**src/rtl/sram_controller_if.sv**
```systemverilog
// CPU-side request/response and SRAM pin bundle for sram_controller.
// master = pipeline/SRAM-model side, slave = controller.
interface sram_controller_if;
    localparam int unsigned WORD_W  = 32;
    localparam int unsigned SRAM_AW = 18;
    localparam int unsigned SRAM_DW = 16;

    logic               wr_en;
    logic               rd_en;
    logic [WORD_W-1:0]  address;
    logic [WORD_W-1:0]  wdata;
    logic [WORD_W-1:0]  rdata;
    logic               ready;
    logic [SRAM_AW-1:0] sram_addr;
    logic [SRAM_DW-1:0] sram_dq_out;
    logic               sram_dq_oe;
    logic [SRAM_DW-1:0] sram_dq_in;
    logic               sram_we_n;

    modport master (
        output wr_en, rd_en, address, wdata, sram_dq_in,
        input  rdata, ready, sram_addr, sram_dq_out, sram_dq_oe, sram_we_n
    );

    modport slave (
        input  wr_en, rd_en, address, wdata, sram_dq_in,
        output rdata, ready, sram_addr, sram_dq_out, sram_dq_oe, sram_we_n
    );
endinterface

```
**src/rtl/sram_controller.sv**
```systemverilog
// Splits each 32-bit MEM-stage access into two 16-bit SRAM phases (low then high
// halfword), freezing the pipeline via ready until the access completes.
module sram_controller #(
    parameter int unsigned ACCESS_CYCLES = 2,
    parameter logic [31:0] BASE_ADDR     = 32'd1024
) (
    input  logic                clk,
    input  logic                rst,
    sram_controller_if.slave    bus
);
    localparam int unsigned PHASE_W = 4;
    localparam int unsigned INDEX_W = 17;
    localparam logic [PHASE_W-1:0] LAST_PHASE = PHASE_W'(ACCESS_CYCLES - 1);

    typedef enum logic [1:0] {
        IDLE = 2'd0,
        LOW  = 2'd1,
        HIGH = 2'd2,
        DONE = 2'd3
    } state_t;

    state_t               state;
    state_t               state_next;
    logic [PHASE_W-1:0]   phase;
    logic                 op_write;
    logic                 req;
    logic                 last_phase;
    logic [INDEX_W-1:0]   word_index;

    assign req        = bus.wr_en | bus.rd_en;
    assign last_phase = (phase == LAST_PHASE);
    // Live address is used on purpose; out-of-range addresses wrap silently.
    assign word_index = INDEX_W'((bus.address - BASE_ADDR) >> 2);

    // State register
    always_ff @(posedge clk) begin
        if (!rst) begin
            state <= IDLE;
        end else begin
            state <= state_next;
        end
    end

    // Next state and SRAM/handshake outputs
    always_comb begin
        state_next      = state;
        bus.ready       = 1'b0;
        bus.sram_addr   = '0;
        bus.sram_dq_out = '0;
        bus.sram_dq_oe  = 1'b0;
        bus.sram_we_n   = 1'b1;

        case (state)
            IDLE: begin
                bus.ready = ~req;
                if (req) begin
                    state_next = LOW;
                end
            end
            LOW: begin
                bus.sram_addr = {word_index, 1'b0};
                if (op_write) begin
                    bus.sram_dq_oe  = 1'b1;
                    bus.sram_we_n   = 1'b0;
                    bus.sram_dq_out = bus.wdata[15:0];
                end
                if (last_phase) begin
                    state_next = HIGH;
                end
            end
            HIGH: begin
                bus.sram_addr = {word_index, 1'b1};
                if (op_write) begin
                    bus.sram_dq_oe  = 1'b1;
                    bus.sram_we_n   = 1'b0;
                    bus.sram_dq_out = bus.wdata[31:16];
                end
                if (last_phase) begin
                    state_next = DONE;
                end
            end
            DONE: begin
                bus.ready  = 1'b1;
                state_next = IDLE;
            end
            default: begin
                state_next = IDLE;
            end
        endcase
    end

    // Phase counter, operation latch and read-data capture
    always_ff @(posedge clk) begin
        if (!rst) begin
            phase     <= '0;
            op_write  <= 1'b0;
            bus.rdata <= '0;
        end else begin
            if (state_next != state) begin
                phase <= '0;
            end else if (state == LOW || state == HIGH) begin
                phase <= phase + 1'b1;
            end

            if (state == IDLE && req) begin
                op_write <= bus.wr_en;
            end

            // Sample each halfword on the final cycle of its phase
            if (!op_write && last_phase) begin
                if (state == LOW) begin
                    bus.rdata[15:0] <= bus.sram_dq_in;
                end
                if (state == HIGH) begin
                    bus.rdata[31:16] <= bus.sram_dq_in;
                end
            end
        end
    end
endmodule
```
**src/flat_wrapper.sv**
```systemverilog
// flat-port wrapper written by rule: the top's interface ports become plain ports
module sram_controller_flat 
#(
    parameter int unsigned ACCESS_CYCLES = 2,
    parameter logic [31:0] BASE_ADDR     = 32'd1024
)
  (clk, rst, bus_wr_en, bus_rd_en, bus_address, bus_wdata, bus_sram_dq_in, bus_rdata, bus_ready, bus_sram_addr, bus_sram_dq_out, bus_sram_dq_oe, bus_sram_we_n);
  sram_controller_if bus_i ();
  input  logic clk;
  input  logic rst;
  input wire logic [$bits(bus_i.wr_en)-1:0] bus_wr_en;
  input wire logic [$bits(bus_i.rd_en)-1:0] bus_rd_en;
  input wire logic [$bits(bus_i.address)-1:0] bus_address;
  input wire logic [$bits(bus_i.wdata)-1:0] bus_wdata;
  input wire logic [$bits(bus_i.sram_dq_in)-1:0] bus_sram_dq_in;
  output wire logic [$bits(bus_i.rdata)-1:0] bus_rdata;
  output wire logic [$bits(bus_i.ready)-1:0] bus_ready;
  output wire logic [$bits(bus_i.sram_addr)-1:0] bus_sram_addr;
  output wire logic [$bits(bus_i.sram_dq_out)-1:0] bus_sram_dq_out;
  output wire logic [$bits(bus_i.sram_dq_oe)-1:0] bus_sram_dq_oe;
  output wire logic [$bits(bus_i.sram_we_n)-1:0] bus_sram_we_n;
  assign bus_i.wr_en = bus_wr_en;
  assign bus_i.rd_en = bus_rd_en;
  assign bus_i.address = bus_address;
  assign bus_i.wdata = bus_wdata;
  assign bus_i.sram_dq_in = bus_sram_dq_in;
  assign bus_rdata = bus_i.rdata;
  assign bus_ready = bus_i.ready;
  assign bus_sram_addr = bus_i.sram_addr;
  assign bus_sram_dq_out = bus_i.sram_dq_out;
  assign bus_sram_dq_oe = bus_i.sram_dq_oe;
  assign bus_sram_we_n = bus_i.sram_we_n;
  sram_controller #(.ACCESS_CYCLES(ACCESS_CYCLES), .BASE_ADDR(BASE_ADDR)) u_core (.clk(clk), .rst(rst), .bus(bus_i));
endmodule
```
**config.mk**
```make
export PLATFORM = sky130hd
export DESIGN_NAME = sram_controller_flat
export DESIGN_NICKNAME = d
export VERILOG_FILES = /design/src/rtl/sram_controller_if.sv /design/src/rtl/sram_controller.sv /design/src/flat_wrapper.sv
export SDC_FILE = /design/constraint.sdc
export NUM_CORES = 1
export LEC_CHECK = 0
export ABC_AREA = 1
export ABC_CLOCK_PERIOD_IN_PS = 5900
export CORE_ASPECT_RATIO = 0.9
export CORE_MARGIN = 2
export CORE_UTILIZATION = 37
export DETAILED_ROUTE_END_ITERATION = 8
export PLACE_DENSITY = 0.83
export SYNTH_ARGS = -nofsm -noshare
export SYNTH_HDL_FRONTEND = slang
export SYNTH_SLANG_ARGS = --single-unit
export TNS_END_PERCENT = 1
```
**constraint.sdc**
```tcl
create_clock -name clk -period 5.9 [get_ports clk]
set_clock_uncertainty 0.2 [all_clocks]
set_input_delay 0.885 -clock clk [delete_from_list [all_inputs] [get_ports clk]]
set_output_delay 0.885 -clock clk [all_outputs]
set_load 0.05 [all_outputs]
```
Word level (Yosys, flattened, before mapping):

Cells that the tools add are included.

* add/sub/neg operators: 2
* equal/unequal tests: 5
* multiplexer cells: 13
* bitwise logic cells: 3
* reductions and logical operators: 9

Operator list (number)
* 18-bit one-hot mux with 2 select lines: 1
* 16-bit 2-to-1 mux: 2
* 16-bit one-hot mux with 2 select lines: 1
* 19-bit by 11-bit subtractor with 19-bit output (second input constant): 1
* 2-bit one-hot mux with 4 select lines: 1
* 2-bit 2-to-1 mux: 3
* 4-bit by 1-bit adder with 4-bit output (second input constant): 1
* 2-bit equality test (second input constant): 2
* 4-bit by 1-bit equality test with 1-bit output (second input constant): 1
* 1-bit 2-to-1 mux: 4
* 2-bit AND reduction: 2
* 2-bit OR reduction: 2
* 2-bit by 1-bit equality test with 1-bit output (second input constant): 1
* 1-bit logical AND: 2
* 2-bit zero test: 1
* 2-bit inequality test: 1
* 1-bit inverter: 2
* 1-bit one-hot mux with 2 select lines: 1
* 1-bit zero test: 1
* 1-bit logical OR: 1
* 1-bit bitwise OR: 1

* register bits after elaboration: 39
* input bits: 84
* output and inout port bits: 69
* word-level logic and storage cells: 37

Logic depth before layout (Yosys ltp):

Gate-level depths: netlist (run 1).

* word-level depth: 5
* depth in mapped cells: 11
* mapped depth without buffers: 10

Worst setup path before layout (run 1):

No wires, ideal clock.

* path kind: register to output
* start: reg u_core.state[1]
* end: out bus_sram_dq_out[0]
* arrival: 2.382 ns
* required time: 4.815 ns
* slack: 2.433 ns
* cell stages (with the launch flop): 7
* buffers on the path: 2
* path through: dfxtp_1 -> inv_1 -> ha_1 -> clkbuf_2 -> nand2_1 -> clkbuf_1 -> a21oi_1

* longest elaborated chain between the ends: 2
* elaborated cells on any way between the ends: 3
* those cells by class: eq/ne (2); mux (1)

RTL lines
* from (decl): RTL line sram_controller.sv:22 `state_t state;`
* from (signal assigned): RTL line sram_controller.sv:40 `state <= state_next;`
* 2-bit equality test or 2-bit by 1-bit equality test with 1-bit output (tied branches): RTL line sram_controller.sv:53 `case (state)`
* 16-bit one-hot mux with 2 select lines *: RTL line sram_controller.sv:53
* to (decl): RTL line flat_wrapper.sv:19 `output wire logic [$bits(bus_i.sram_dq_out)-1:0] bus_sram_dq_out;`

Mark *: on every way between the ends. The rest lies on a longest branch, timed or not.

Worst setup path after layout (run 1):

* start: reg u_core.state[1]
* end: out bus_sram_addr[11]

* longest elaborated chain between the ends: 2
* elaborated cells on any way between the ends: 3
* those cells by class: eq/ne (2); mux (1)

RTL lines
* 2-bit equality test or 2-bit by 1-bit equality test with 1-bit output (tied branches): RTL line sram_controller.sv:53
* 18-bit one-hot mux with 2 select lines *: RTL line sram_controller.sv:53
* to (decl): RTL line flat_wrapper.sv:18 `output wire logic [$bits(bus_i.sram_addr)-1:0] bus_sram_addr;`

Marked as above.

==> impl_metrics.yaml, run 1 <==
timing:
  hold_viol: 0
  slew_headroom: 0.5424
  rsz0062_at_grt: "false"
  period_needed_ns: 4.252
  worst_slew_pin_slew_ns: 0.6864
  slew_violations: 0
  setup_violations: 0
  fin_tns_setup_ns: 0
  clock.fmax_ghz: 0.2352
  fin_crit_sh: 0.7207
cts:
  clk_pin_slew_ns: 0.08
  hold_buffers: 0
  numCtsBuffers: 5
  clockBufferDepth: 2
  postCtsSetupRepairBufs: 0
  clock_latency_ns: 0.29
  ctsResizeCount: 0
  cts-root-buf: "clkbuf_8"
  htreeDepth: 2
  cts_tree: "built"
  cts.sinks: 39
worst_setup_path:
  crit_chain: "inv_1, ha_1, inv_1, a21oi_1, inv_1, a21oi_1, clkdlybuf4s50_1"
  arrival_ns: 3.17
  startpoint_type: "flip-flop"
  critPathBufInv: 4
  slowest_stage: "clkdlybuf4s50_1"
  worstPathRequired_ns: 4.82
  worst_path_most_repeated_cell: "inv_1"
  max_stage_delay_ns: 0.83
  path_class: "flip-flop to output port"
  crit_family: "buffers and inverters"
  end_kind: "output port"
  crit_fanout: 18
synth:
  syn_area_per_cell_um2: 6.664
  syn_area_um2: 2106
  syn_inst: 316
  synth-seq-area-share: 0.3708
  synth.net_count: 409
  yosys_warnings: 0
  synth.distinct_cells: 27
  synth-seq-cells: 39
drt:
  firstDrtPassIters: 4
  vias: 2459
  drt_iter0_markers: 66
  viasPerCell: 4.766
  wirelength_um: 6289
  ant_nets: 0
  drc: 0
  drt-wirelength-per-cell_um: 12.19
cells_and_area:
  final_cell_mix: "clkdlybuf4s50_1, nand2_1, nor2_1"
  layout_commonest_cell: "clkdlybuf4s50_1"
  syn_to_final_growth_pct: 70.94
  drive_above_1_share: 0.03812
  antenna_cells: 0
  nets: 538
placement:
  dpl.hpwl_um: 4733
  port_buffers: 137
  gp_congestion: 0.9019
grt:
  grt_use_met3: 0.05200
  grt_usage: 0.1867
  grt_pass1_wl_um: 9597
  grt_max_degree: 35
  grt_pass1_vias: 2211
  grt_busiest_layer: "met2"
  antenna_found_initial: 0
  met1_usage: 0.2242
  gr-usage-met2: 0.3244
  gr-total-overflow: 0
die:
  core_area_um2: 5595
  initial_core_util: 0.3763
  die_height_um: 75.57
  pin_count: 153
  dieArea_um2: 6312
  dieWidth_um: 83.52
  fp-row-count: 26
power_and_ir_drop:
  power.leakage_nw: 1.356
  power.density_nw_per_um2: 182.7
  power.total_mw: 0.6576
  ir_worst_vdd_v: 0.0001317
outcome:
  status: "completed"
run:
  drv_cap: 0
min_path:
  holdCritPathClass: "flip-flop to flip-flop"
==> flip-flops by register name, summed over array words and instances (netlist names) <==
| register | flops |
|---|---|
| u_core.phase | 4 |
| u_core.state | 2 |
| u_core.bus.rdata | 32 |
| u_core.op_write | 1 |
==> kinds of logic after synthesis <==
logic type                 after synthesis  share of synthesized area
adders and majority gates                9                    0.05348
and+or+nand+nor                        163                     0.3244
xor gates and xnor gates                 7                    0.02912
buffers and inverters                   42                    0.08734
DFF                                     39                     0.3708
AOI/OAI and AO/OA                       56                     0.1349
==> cells in the mapped netlist <==
library cell | instances | area, um^2
nand4_1 | 1 | 6.260
o21ai_1 | 10 | 50.05
ha_1 | 9 | 112.6
xnor2_1 | 2 | 17.52
nor3_1 | 3 | 15.01
nand2_2 | 2 | 12.51
buf_1 | 1 | 3.750
nand2_1 | 71 | 266.5
or2_2 | 1 | 6.260
a21oi_2 | 1 | 8.760
nor2_1 | 59 | 221.5
buf_4 | 3 | 22.52
nand2_4 | 1 | 11.26
buf_2 | 4 | 20.02
clkinv_2 | 1 | 5.000
nor2_8 | 1 | 20.02
inv_1 | 25 | 93.84
clkbuf_1 | 6 | 22.52
nor2_2 | 1 | 6.260
dfxtp_1 | 39 | 780.8
nand3_1 | 22 | 110.1
buf_6 | 1 | 11.26
nand3b_1 | 1 | 7.510
clkbuf_2 | 1 | 5.000
a21oi_1 | 38 | 190.2
xor2_1 | 5 | 43.79
o21ai_0 | 7 | 35.03
==> final timing paths <==
kind                            cells after the start                              start                                end  slack, ns
worst min-delay path                                2  u_core.bus.rdata[30]$_SDFFE_PN0P_  u_core.bus.rdata[30]$_SDFFE_PN0P_       0.26
worst min register to register                      2  u_core.bus.rdata[30]$_SDFFE_PN0P_  u_core.bus.rdata[30]$_SDFFE_PN0P_       0.26
worst max-delay path                                7         u_core.state[1]$_SDFF_PN0_                  bus_sram_addr[11]       1.65
worst max register to register                     10         u_core.state[1]$_SDFF_PN0_       u_core.phase[1]$_SDFFE_PP0P_       3.58
==> area by class of cell <==
cell class / count / area [um^2]
multi-input cells: 235 / 1141
repair buffers: 138 / 1379
fillers: 484 / 1996
clock buffers: 5 / 68.82
flip-flops and latches: 39 / 780.7
inverters: 26 / 98.84
clock inverters: 3 / 43.79
well taps: 70 / 87.58
==> report_power, final <==
group          internal (mW)  switching, mW  total [mW]
Combinational         0.0731         0.0877       0.161
Clock                  0.126         0.0985       0.224
Sequential             0.268        0.00428       0.272
==> worst reg2reg max path, cell delays in order (launching register included) <==
cell	delay (ns)
dfxtp_1	0.39
inv_1	0.16
ha_1	0.62
inv_1	0.16
a21oi_2	0.20
nand3_1	0.14
nand2_1	0.08
nand2_1	0.05
nand2_1	0.06
nand2_1	0.10
nor2_1	0.10
==> through the flow <==
stage               hold WS (ns)    util  cell area, um^2  setup WS, ns  std cells
finish                    0.2629  0.6433             3600         1.648        516
global placement          0.2477  0.6232             3487         1.747        508
CTS                       0.2669  0.6433             3600         1.599        516
floorplan                 0.3153       -             2106         2.433        316
detailed placement        0.2558  0.6232             3487         1.693        508
global route              0.2793  0.6433             3600         1.379        516
==> layer usage <==
layer | vias to the layer above | wire length [um]
met5 | - | 0
met4 | 0 | 80
met3 | 8 | 532
met2 | 111 | 2952
met1 | 1082 | 2723
li1 | 1258 | -
Power figures use the tool's default switching activity.
==> run 2: changes to the inputs <==
ABC_CLOCK_PERIOD_IN_PS = 4400   (was 5900)
CORE_UTILIZATION = 35   (was 37)
PLACE_DENSITY = 0.79   (was 0.83)
clock period = 4.4 ns   (was 5.9 ns; I/O delays follow)
==> impl_metrics.yaml, run 2 (synthesized netlist as in run 1, its figures left out) <==
placement:
  post-place-ws_ns: 0.6037
  dpl.hpwl_um: 5089
  gp_congestion: 0.8331
  port_buffers: 137
cts:
  clock_latency_ns: 0.29
  clockBufferDepth: 2
  htreeDepth: 2
  cts.sinks: 39
  postCtsSetupRepairBufs: 0
  ctsResizeCount: 0
  cts_tree: "built"
  numCtsBuffers: 5
  cts-root-buf: "clkbuf_8"
  hold_buffers: 0
  clk_pin_slew_ns: 0.07
min_path:
  holdCritPathClass: "flip-flop to flip-flop"
worst_setup_path:
  path_class: "flip-flop to output port"
  startpoint_type: "flip-flop"
  crit_family: "buffers and inverters"
  end_kind: "output port"
  crit_fanout: 18
  max_stage_delay_ns: 0.82
  arrival_ns: 3.21
  critPathBufInv: 4
  slowest_stage: "clkdlybuf4s50_1"
  worst_path_most_repeated_cell: "inv_1"
  worstPathRequired_ns: 3.54
  crit_chain: "inv_1, ha_1, inv_1, a21oi_1, inv_1, a21oi_1, clkdlybuf4s50_1"
power_and_ir_drop:
  power_switching_mw: 0.2474
  power_frac_seq: 0.412
  power_frac_comb: 0.243
  power.density_nw_per_um2: 246.6
  power.total_mw: 0.8883
  power.internal_mw: 0.6410
  swShare: 0.2784
  clkPwrFrac: 0.345
  power.leakage_nw: 1.361
  ir_worst_vdd_v: 0.0001368
drt:
  drc: 8
  viasPerCell: 4.816
  firstDrtPassIters: 9
  drt-wirelength-per-cell_um: 12.69
  drt_iter0_markers: 117
  vias: 2485
  wirelength_um: 6550
  ant_nets: 0
die:
  core_area_um2: 5758
  fp-row-count: 26
  dieWidth_um: 85.76
  initial_core_util: 0.3657
  pin_count: 153
  dieArea_um2: 6654
  die_height_um: 77.59
timing:
  fin_tns_setup_ns: 0
  hold_viol: 0
  fin_crit_sh: 0.9260
  clock.fmax_ghz: 0.2454
  setup_violations: 0
  period_needed_ns: 4.074
  post-route-worst-setup-slack_ns: 0.3255
  slew_violations: 0
  slew_headroom: 0.5095
  worst_slew_pin_slew_ns: 0.7357
  rsz0062_at_grt: "false"
grt:
  gr-total-overflow: 0
  grt_max_degree: 35
  grt_pass1_vias: 2408
  grt_usage: 0.1995
  grt_pass1_wl_um: 10810
  antenna_found_initial: 0
cells_and_area:
  nets: 538
  largest_reg_flops: 32
  reg_top3: "u_core.bus.rdata (32), u_core.phase (4), u_core.state (2)"
  syn_to_final_growth_pct: 71.06
  fill_cells: 509
  regMostFlops: "u_core.bus.rdata"
  final_cell_mix: "clkdlybuf4s50_1, nand2_1, nor2_1"
  drive_above_1_share: 0.04036
  layout_commonest_cell: "clkdlybuf4s50_1"
  antenna_cells: 0
outcome:
  status: "finished with violations"
  violations: "design-rule violations"
run:
  drv_cap: 0
run 2: changes by cell type in the layout (fill, tap and decap cells not counted), sizes merged:
cell,change
clkbuf,+1
buf,+1
clkdlybuf4s50,-1
clkinv,-1
run 2: stage by stage:
stage | utilization | std cells | instance area [um^2] | hold slack [ns]
final | 0.6256 | 516 | 3602 | 0.2630
after CTS | 0.6256 | 516 | 3602 | 0.2632
after global placement | 0.6052 | 508 | 3485 | 0.2488
after floorplan | - | 316 | 2106 | 0.3153
after global routing | 0.6256 | 516 | 3602 | 0.2863
after detailed placement | 0.6052 | 508 | 3485 | 0.2514
run 2: cell type report:
class                           count  area (um^2)  area share
Timing Repair Buffer              138         1376      0.3821
Clock inverter                      2        35.03    0.009726
Inverter                           26        98.84     0.02744
Multi-Input combinational cell    235         1141      0.3168
Sequential cell                    39        780.7      0.2167
Clock buffer                        6        82.58     0.02292
Tap cell                           70        87.58     0.02431
run 2: power by group through the flow:
stage / Combinational [mW] / Sequential (mW) / Clock (mW)
after global placement: 0.213 / 0.374 / 0
after CTS: 0.218 / 0.366 / 0.310
final: 0.216 / 0.366 / 0.306
after detailed placement: 0.217 / 0.374 / 0
after global routing: 0.234 / 0.367 / 0.325
after floorplan: 0.0999 / 0.388 / 0
run 2: final timing paths:
path                                startpoint                                 to  slack, ns  depth (start not counted)
max reg2reg         u_core.state[1]$_SDFF_PN0_       u_core.phase[2]$_SDFFE_PP0P_       2.07                         10
min          u_core.bus.rdata[17]$_SDFFE_PN0P_  u_core.bus.rdata[17]$_SDFFE_PN0P_       0.26                          2
min reg2reg  u_core.bus.rdata[17]$_SDFFE_PN0P_  u_core.bus.rdata[17]$_SDFFE_PN0P_       0.26                          2
max                 u_core.state[1]$_SDFF_PN0_                  bus_sram_addr[11]       0.33                          7
run 2: tightest hold or removal path, stage by stage (launching register included):
cell     delay, ns
dfxtp_1       0.31
nand2_1       0.06
a21oi_1       0.05
run 2: metal layers:
| metal | wire (um) | track usage | vias up |
|---|---|---|---|
| li1 | - | - | 1256 |
| met1 | 2728 | 0.2354 | 1109 |
| met2 | 3134 | 0.3547 | 111 |
| met3 | 592 | 0.04894 | 9 |
| met4 | 95 | 0.06032 | 0 |
| met5 | 0 | 0 | - |
